$ cat src/rtl/lvds_host_seq.sv
// Host-side transaction sequencer for the LVDS remote-IO link: forwards one command
// to lvds_io, waits for the marked read-back frame or a timeout, and returns the result.
module lvds_host_seq #(
  parameter int unsigned TIMEOUT = 1023,
  parameter logic [33:0] MARKER  = 34'h3CAFEFEED
) (
  input  logic        c,
  input  logic        r,
  input  logic        cmd_valid,
  output logic        cmd_ready,
  input  logic [39:0] cmd_data,
  output logic        rsp_valid,
  input  logic        rsp_ready,
  output logic [31:0] rsp_data,
  output logic        rsp_timeout,
  output logic        busy,
  output logic [15:0] bad_frames,
  output logic        tx_valid,
  output logic [65:0] tx_data,
  input  logic        rx_valid,
  input  logic [65:0] rx_data
);

  typedef enum logic [1:0] {IDLE, ISSUE, WAIT, RESP} state_t;

  localparam logic [15:0] TLAST = 16'(TIMEOUT - 1);

  state_t      state;
  logic [15:0] timer;
  logic        marker_ok;
  logic        frame_bad;

  always_comb begin
    marker_ok = (rx_data[65:32] == MARKER);
    frame_bad = rx_valid && !(state == WAIT && marker_ok);
  end

  // timer counts cycles since the tx_valid cycle, so the timeout response
  // appears exactly TIMEOUT cycles after the issue pulse
  always_ff @(posedge c) begin
    if (r) begin
      state       <= IDLE;
      cmd_ready   <= 1'b0;
      rsp_valid   <= 1'b0;
      rsp_data    <= '0;
      rsp_timeout <= 1'b0;
      busy        <= 1'b0;
      tx_valid    <= 1'b0;
      tx_data     <= '0;
      bad_frames  <= '0;
      timer       <= '0;
    end else begin
      if (frame_bad && bad_frames != '1)
        bad_frames <= bad_frames + 16'd1;
      case (state)
        IDLE: begin
          if (cmd_valid && cmd_ready) begin
            cmd_ready <= 1'b0;
            tx_valid  <= 1'b1;
            tx_data   <= {26'h0, cmd_data};
            timer     <= '0;
            busy      <= 1'b1;
            state     <= ISSUE;
          end else begin
            cmd_ready <= 1'b1;
          end
        end
        ISSUE: begin
          tx_valid <= 1'b0;
          timer    <= timer + 16'd1;
          state    <= WAIT;
        end
        WAIT: begin
          timer <= timer + 16'd1;
          if (rx_valid && marker_ok) begin
            rsp_data    <= rx_data[31:0];
            rsp_timeout <= 1'b0;
            rsp_valid   <= 1'b1;
            state       <= RESP;
          end else if (timer == TLAST) begin
            rsp_data    <= '0;
            rsp_timeout <= 1'b1;
            rsp_valid   <= 1'b1;
            state       <= RESP;
          end
        end
        RESP: begin
          if (rsp_ready) begin
            rsp_valid <= 1'b0;
            busy      <= 1'b0;
            cmd_ready <= 1'b1;
            state     <= IDLE;
          end
        end
        default: state <= IDLE;
      endcase
    end
  end

endmodule

$ cat config.mk
export PLATFORM = sky130hd
export DESIGN_NAME = lvds_host_seq
export DESIGN_NICKNAME = d
export VERILOG_FILES = /design/src/rtl/lvds_host_seq.sv
export SDC_FILE = /design/constraint.sdc
export NUM_CORES = 1
export LEC_CHECK = 0
export BUFFER_PORTS_ARGS = -buffer_cell sky130_fd_sc_hd__clkbuf_2
export CAP_MARGIN = 10
export CORE_MARGIN = 2
export CORE_UTILIZATION = 42
export DETAILED_ROUTE_END_ITERATION = 6
export MAX_ROUTING_LAYER = met4
export PLACE_DENSITY_LB_ADDON = 0.08
export REMOVE_ABC_BUFFERS = 1
export SLEW_MARGIN = 30
export SYNTH_ARGS = -nofsm -noshare
export SYNTH_HDL_FRONTEND = slang
export SYNTH_SLANG_ARGS = --single-unit
$ cat constraint.sdc
create_clock -name c -period 1.7 [get_ports c]
set_input_delay 0.17 -clock c [delete_from_list [all_inputs] [get_ports c]]
set_output_delay 0.17 -clock c [all_outputs]
set_load 0.01 [all_outputs]
-- Word-level counts from Yosys, hierarchy flattened
Index checks and enable logic that the tools add are counted.
- add/sub/neg operators: 2
- equal/unequal tests: 9
- mux-type cells: 20
- reduce and logical (&&, ||, !) cells: 21
- operators with widths (cell ; number):
    32-bit 2-to-1 mux ; 2
    34-bit equality test, second input constant ; 1
    16-bit by 1-bit adder with 16-bit output, second input constant ; 2
    16-bit one-hot mux with 2 select lines ; 1
    16-bit by 10-bit equality test with 1-bit output, second input constant ; 1
    16-bit 2-to-1 mux ; 1
    16-bit != test, second input constant ; 1
    2-bit AND reduction ; 5
    2-bit nonzero test ; 5
    3-bit AND reduction ; 3
    2-bit 2-to-1 mux ; 4
    1-bit one-hot mux with 2 select lines ; 4
    2-bit one-hot mux with 4 select lines ; 1
    1-bit 2-to-1 mux ; 7
    1-bit logical AND ; 5
    2-bit equality test, second input constant ; 2
    2-bit != test, second input constant ; 2
    3-bit by 1-bit != test with 1-bit output, second input constant ; 1
    2-bit by 1-bit equality test with 1-bit output, second input constant ; 1
    2-bit zero test ; 1
    2-bit OR reduction ; 1
    1-bit zero test ; 1
- flip-flop bits (word level): 111
- input bits: 111
- logic and storage cells: 62

-- Depth between registers and ports, before layout
Gate-level depths: netlist (run 1).
- depth in word-level cells: 5
- gate-level depth with buffers: 9

-- Least setup slack after synthesis (run 1)
Ideal clock, no wire load.
- path type: register to register
- start: register bad_frames[0]
- end: register bad_frames[10]
- arrival: 1.696 ns
- data required time: 1.577 ns
- slack: -0.120 ns
- cell stages (with the launch flop): 7
- clock period less this slack: 1.820 ns
- cell sequence: dfxtp_1 ha_1 and3_4 a41o_1 buf_2 nor4_1 mux2_1
- longest elaborated chain between the ends: 2
- elaborated cells between the ends (all ways): 3
- RTL lines (element ; line ; text):
    from (decl) ; 17 ; output logic [15:0] bad_frames,
    from (signal assigned) ; 54 ; bad_frames <= bad_frames + 16'd1;
    parallel branches: the longest is 2 deep, another holds 16-bit by 1-bit adder with 16-bit output ; -- ;
Parallel ways; which one is timed is not known.
A chain may end at the register's enable or synchronous reset.

-- Worst setup path in the final report (run 1)
- start: register bad_frames[2]
- end: register bad_frames[4]
The elaborated chain is that of the path after synthesis.

==> results of run 1 <==
-- routing by layer --
metal,track usage,wire length (um),vias to the layer above
met4,0.09877,324,0
met3,0.03375,587,22
met1,0.2587,5916,2297
met2,0.3602,6930,142
met5,-,0,-
li1,-,-,2437
-- per-stage QoR --
step	worst slack (ns)	instance area (um^2)
3_3_place_gp	-0.1227	6251
2_1_floorplan	-0.8198	4584
4_1_cts	-0.03101	6708
3_5_place_dp	-0.1833	6251
5_1_grt	-0.1057	7023
6_report	-0.04728	7023
-- power by group through the flow --
| stage | Sequential (mW) | Clock, mW | Combinational [mW] |
|---|---|---|---|
| final | 2.95 | 2.20 | 1.68 |
| after global routing | 2.97 | 2.35 | 1.85 |
| after CTS | 2.93 | 2.25 | 1.60 |
| after detailed placement | 2.99 | 0 | 1.53 |
| after global placement | 2.97 | 0 | 1.50 |
| after floorplan | 3.07 | 0 | 0.680 |
-- worst paths after layout --
| check | endpoint | slack [ns] | depth (start not counted) |
|---|---|---|---|
| worst min-delay path | rsp_data[21]$_SDFFE_PP0P_ | 0.01 | 3 |
| worst max register to register | bad_frames[4]$_SDFFE_PP0P_ | -0.05 | 6 |
| worst max-delay path | bad_frames[4]$_SDFFE_PP0P_ | -0.05 | 6 |
| worst min register to register | tx_data[30]$_SDFFE_PP0P_ | 0.46 | 2 |
-- logic make-up after synthesis --
group / Yosys count
and+or+nand+nor: 268
buffers and inverters: 68
DFF: 111
muxes: 5
AOI/OAI and AO/OA: 118
other: 1
xor gates and xnor gates: 13
adders and majority gates: 7
-- sequential cells by signal, indices dropped and copies added (netlist names) --
register and count:
timer 16, state 2, tx_valid 1, cmd_ready 1, rsp_timeout 1, bad_frames 16
busy 1, rsp_valid 1, rsp_data 32, tx_data 40
-- worst max-delay path: cells and delay by family, from the launching register on --
family          cells  cell delay, ns
buf+inv             1            0.14
flops               1            0.32
compound gates      2            0.38
simple gates        3            0.82
-- layout by cell type (no fill, tap or decap), types with 7 or more instances in the layout --
cell type and count:
buf_4 47, clkbuf_2 202, a21oi_2 7, a21oi_1 52, nor2_1 29, o21ai_2 8
conb_1 26, o31ai_1 10, nand4_1 11, nand2_1 125, xor2_1 12, nand2b_1 36
o21ai_1 9, o21ai_0 17, buf_12 8, or4_1 8, nand3_1 13, clkbuf_16 12
dfxtp_1 104
-- what timing repair did --
item,CTS,global route
pin swaps,14,16
setup buffers,0,5
hold endpoints to repair,3,0
endpoints found under the setup margin,52,68
gates resized for setup,16,54
hold buffers,3,0
cloned,2,4
-- layout make-up --
| cell class | instances | area (um^2) |
|---|---|---|
| Sequential cell | 111 | 2233 |
| Inverter | 6 | 22.52 |
| Clock inverter | 5 | 63.81 |
| Multi-Input combinational cell | 437 | 2576 |
| Clock buffer | 11 | 242.7 |
| Timing Repair Buffer | 267 | 1705 |
| Tap cell | 143 | 178.9 |
| Fill cell | 999 | 4298 |
==> impl_metrics.toml, run 1 <==
[logic_synthesis]
ys.flop_type = "dfxtp_1"
synth_most_common_cell = "nand2_1"
synth_area_mm2 = 0.004845
ys_seq_elements = 111
synth_top_cells_by_count = "nand2_1 (126), dfxtp_1 (111), a21oi_1 (60), nand2b_1 (38), nor2_1 (30)"
synth_top_area_cell = "dfxtp_1"
yosys.area_share.xor_xnor = 0.02350
synth_edf_count = 0
yosys_warnings = 0
synth-compound-area-share = 0.1361
synth_async_sr_flop_share = 0
ys_seq_area_frac = 0.4587
yosys.area_share.simple = 0.2740
avgSynthCellArea_um2 = 8.197
yosysTopAreaCellShare = 0.4587
yosys-mux-area-fraction = 0.01111
synth_top_family_by_area = "simple AND/OR/NAND/NOR gates"
synth_adder_area_share = 0.01808
yosys-top-cells-area = "dfxtp_1 (46%), nand2_1 (9.8%), a21oi_1 (6.2%), nand2b_1 (4.9%), buf_4 (4.2%)"
ys_types = 49
synthCells = 591

[final_layout]
fin_cells = 980
fin_util = 0.6204
nets = 950
area_growth_pct = 44.96
antenna_cells = 0
drive_gt1_frac = 0.4002

[die]
die_y_um = 111.4
io_pins = 230
core_area_mm2 = 0.01132
dieWidth_um = 111.4
core.rowCount = 39
start_util = 0.4279
dieArea_mm2 = 0.01241

[sta]
post-route-period-util = 1.028
setup_viol = 10
setup_tns_ns = -0.3458
slew_violations = 0
final.setup_skew_ns = 0.008947
hold_violations = 0
fmax_mhz = 572.3
worst_slack_ns = -0.04728
rsz0062_at_grt = "yes"
period_needed_ns = 1.747
holdWs_ns = 0.01094

[routing]
wl_per_cell_um = 14.04
wl_um = 13760
postRouteAntennaNets = 0
dr.pass1.iters = 4
route.detailed.drc = 0
vias = 4898
vias_per_cell = 4.998
dr.first_iter.drc_count = 213

[pwr]
powerDensity_mw_per_mm2 = 972.5
pwr-share-comb = 0.247
pwr-share-seq = 0.431
p_total_mw = 6.830
irDropWorstVdd_mv = 0.5774
clkPwrFrac = 0.322
p_int_mw = 4.784
power.switching_mw = 2.046
switching_share = 0.2996
p_leak_nw = 3.059

[placement]
port_buffers = 203
place.gp.congestion = 0.7967
post-place-cells = 950
place_hpwl_um = 9259

[clock_network]
cts_tree = "yes"
clkTransAtPathRegs_ns = 0.07
clkLatencyLatePin_ns = 0.35
ctsLongestPathBuffers = 2
cts_root_buf = "clkbuf_16"
h-tree-depth = 3
cts_buffers = 9
clock-sinks = 111

[grt]
gr-total-overflow = 0
antenna_found_initial = 0
track_usage = 0.2162
grt_max_degree = 71
grt_pass1_wl_um = 21620
grt_pass1_vias = 4618

[setup_path]
endpoint_kind = "flop"
cp_cell_sequence = "and3_4 -> and3_4 -> a41o_4 -> buf_12 -> or4_4 -> a21oi_2"
cp.arrival_ns = 2.03
cp.required_ns = 1.99
crit_type = "flop to flop"
r2r-start = "bad_frames[2]$_SDFFE_PP0P_"
cp_slowest_cell = "or4_4"
slowest_delay_ns = 0.47
cp_common_cell = "and3_4"
startpoint_type = "flop"
crit_start = "bad_frames[2]$_SDFFE_PP0P_"
path_max_fanout = 7

[run_status]
status = "complete, but fails checks"
violations = "negative setup slack"

[run]
maxCapViolations = 0

[hold_path]
hold_path.class = "input pin to flop"
min_from = "rx_data[21]"
Note: power is estimated with default switching activity, not from simulation.
==> run 2, diff against run 1 <==
--- a/config.mk
+++ b/config.mk
@@ -7,6 +7,7 @@
 export LEC_CHECK = 0
 export BUFFER_PORTS_ARGS = -buffer_cell sky130_fd_sc_hd__clkbuf_2
 export CAP_MARGIN = 10
+export CORE_ASPECT_RATIO = 1.25
 export CORE_MARGIN = 2
 export CORE_UTILIZATION = 42
 export DETAILED_ROUTE_END_ITERATION = 6
==> impl_metrics.toml, run 2 (same netlist as run 1, synthesis figures left out) <==
[sta]
post-route-period-util = 1.035
setup_viol = 9
fmax_mhz = 568.5
holdWs_ns = 0.008135
max_slew.worst_pin.slew_ns = 0.5131
slew_headroom = 0.6579
final.setup_skew_ns = 0.01022
hold_violations = 0
worst_slack_ns = -0.05904
period_needed_ns = 1.759
rsz0062_at_grt = "yes"
slew_violations = 0

[pwr]
p_leak_nw = 3.065
p_total_mw = 6.593
irDropWorstVdd_mv = 0.6441
powerDensity_mw_per_mm2 = 941.6

[grt]
track_usage = 0.2111
antenna_found_initial = 0
grt_pass1_wl_um = 20820
gr-total-overflow = 0
grt_pass1_vias = 4657
grt_max_degree = 54

[hold_path]
worstHoldEndpoint = "rsp_data[16]$_SDFFE_PP0P_"
min_from = "rx_data[16]"
whs_path_depth = 3
hold_path.class = "input pin to flop"

[routing]
dr.first_iter.drc_count = 128
wl_um = 13950
route.detailed.drc = 0
vias = 4942
dr.pass1.iters = 4
wl_per_cell_um = 14.26
vias_per_cell = 5.053
postRouteAntennaNets = 0

[clock_network]
clkLatencyLatePin_ns = 0.35
clock-sinks = 111
clkTransAtPathRegs_ns = 0.08
h-tree-depth = 3
cts_tree = "yes"
ctsLongestPathBuffers = 2
cts_root_buf = "clkbuf_16"
hold_buffers = 0
cts_buffers = 9

[setup_path]
startpoint_type = "flop"
r2r-start = "bad_frames[4]$_SDFFE_PP0P_"
rr_worst_depth = 6
cp.required_ns = 1.98
crit_type = "flop to flop"
cp.arrival_ns = 2.04
r2r_slack_ns = -0.06
path_max_fanout = 7
reg2reg_to = "bad_frames[4]$_SDFFE_PP0P_"
endpoint_kind = "flop"

[final_layout]
largest_register_ffs = 40
fin_util = 0.6257
antenna_cells = 0
top_register = "tx_data"
drive_gt1_frac = 0.4211
area_growth_pct = 44.52
mostFrequentLayoutCell = "clkbuf_2"
largest_registers = "tx_data: 40 flops, rsp_data: 32 flops"
nets = 956
fin_cells = 978
layout_common_cells = "clkbuf_2 (203), nand2_1 (126), dfxtp_1 (104)"

[die]
start_util = 0.4329
dieArea_mm2 = 0.01241
core_area_mm2 = 0.01119
io_pins = 230
core.rowCount = 43
dieWidth_um = 100.1
die_y_um = 124.1

[placement]
pre_cts_ws_ns = -0.1655
place.gp.congestion = 0.8174
port_buffers = 203
post-place-cells = 950
place_hpwl_um = 9777

[run]
maxCapViolations = 0

[run_status]
violations = "negative setup slack"
status = "complete, but fails checks"
run 2: routing by layer:
metal	GRT usage	wire (um)	up-vias
met5	-	0	-
met4	0.07192	327	0
met3	0.03648	659	24
met2	0.3809	7370	156
met1	0.2362	5593	2313
li1	-	-	2449
run 2: final cells by class:
cell class | instances | area [um^2]
Clock buffer | 10 | 239.0
Clock inverter | 6 | 50.05
Fill cell | 998 | 4189
Inverter | 6 | 22.52
Multi-Input combinational cell | 437 | 2634
Sequential cell | 111 | 2233
Tap cell | 135 | 168.9
Timing Repair Buffer | 273 | 1654
run 2: worst max path at each step:
stage,startpoint,endpoint
after detailed placement,rx_data[37],bad_frames[13]$_SDFFE_PP0P_
final,bad_frames[4]$_SDFFE_PP0P_,bad_frames[4]$_SDFFE_PP0P_
after CTS,bad_frames[4]$_SDFFE_PP0P_,bad_frames[4]$_SDFFE_PP0P_
after global placement,rx_data[37],bad_frames[13]$_SDFFE_PP0P_
after floorplan,state[0]$_SDFFE_PP0P_,timer[10]$_SDFFE_PP0P_
after global routing,bad_frames[4]$_SDFFE_PP0P_,bad_frames[9]$_SDFFE_PP0P_
run 2: worst max-delay path: stages (launching register included):
cell and delay [ns]:
dfxtp_2 0.32, and3_4 0.18, and3_4 0.18, a41o_4 0.27, buf_6 0.14, or4_4 0.47
a21oi_2 0.13
run 2: stage by stage:
| stage | TNS, ns | instance area [um^2] |
|---|---|---|
| floorplan | -40.62 | 4584 |
| global placement | -1.202 | 6233 |
| detailed placement | -2.428 | 6233 |
| CTS | -0.2679 | 6661 |
| global route | -0.9820 | 7002 |
| finish | -0.3669 | 7002 |
run 2: report_power, final:
| part | switching, mW | total [mW] | internal [mW] |
|---|---|---|---|
| Clock | 0.989 | 2.04 | 1.06 |
| Combinational | 0.900 | 1.60 | 0.698 |
| Sequential | 0.131 | 2.95 | 2.82 |
| Total | 2.02 | 6.59 | 4.57 |
run 2: what timing repair did:
item | CTS | global route
endpoints found under the setup margin | 72 | 56
pin swaps | 15 | 25
buffers inserted | 5 | 3
gates resized for setup | 25 | 70
cloned | 0 | 4
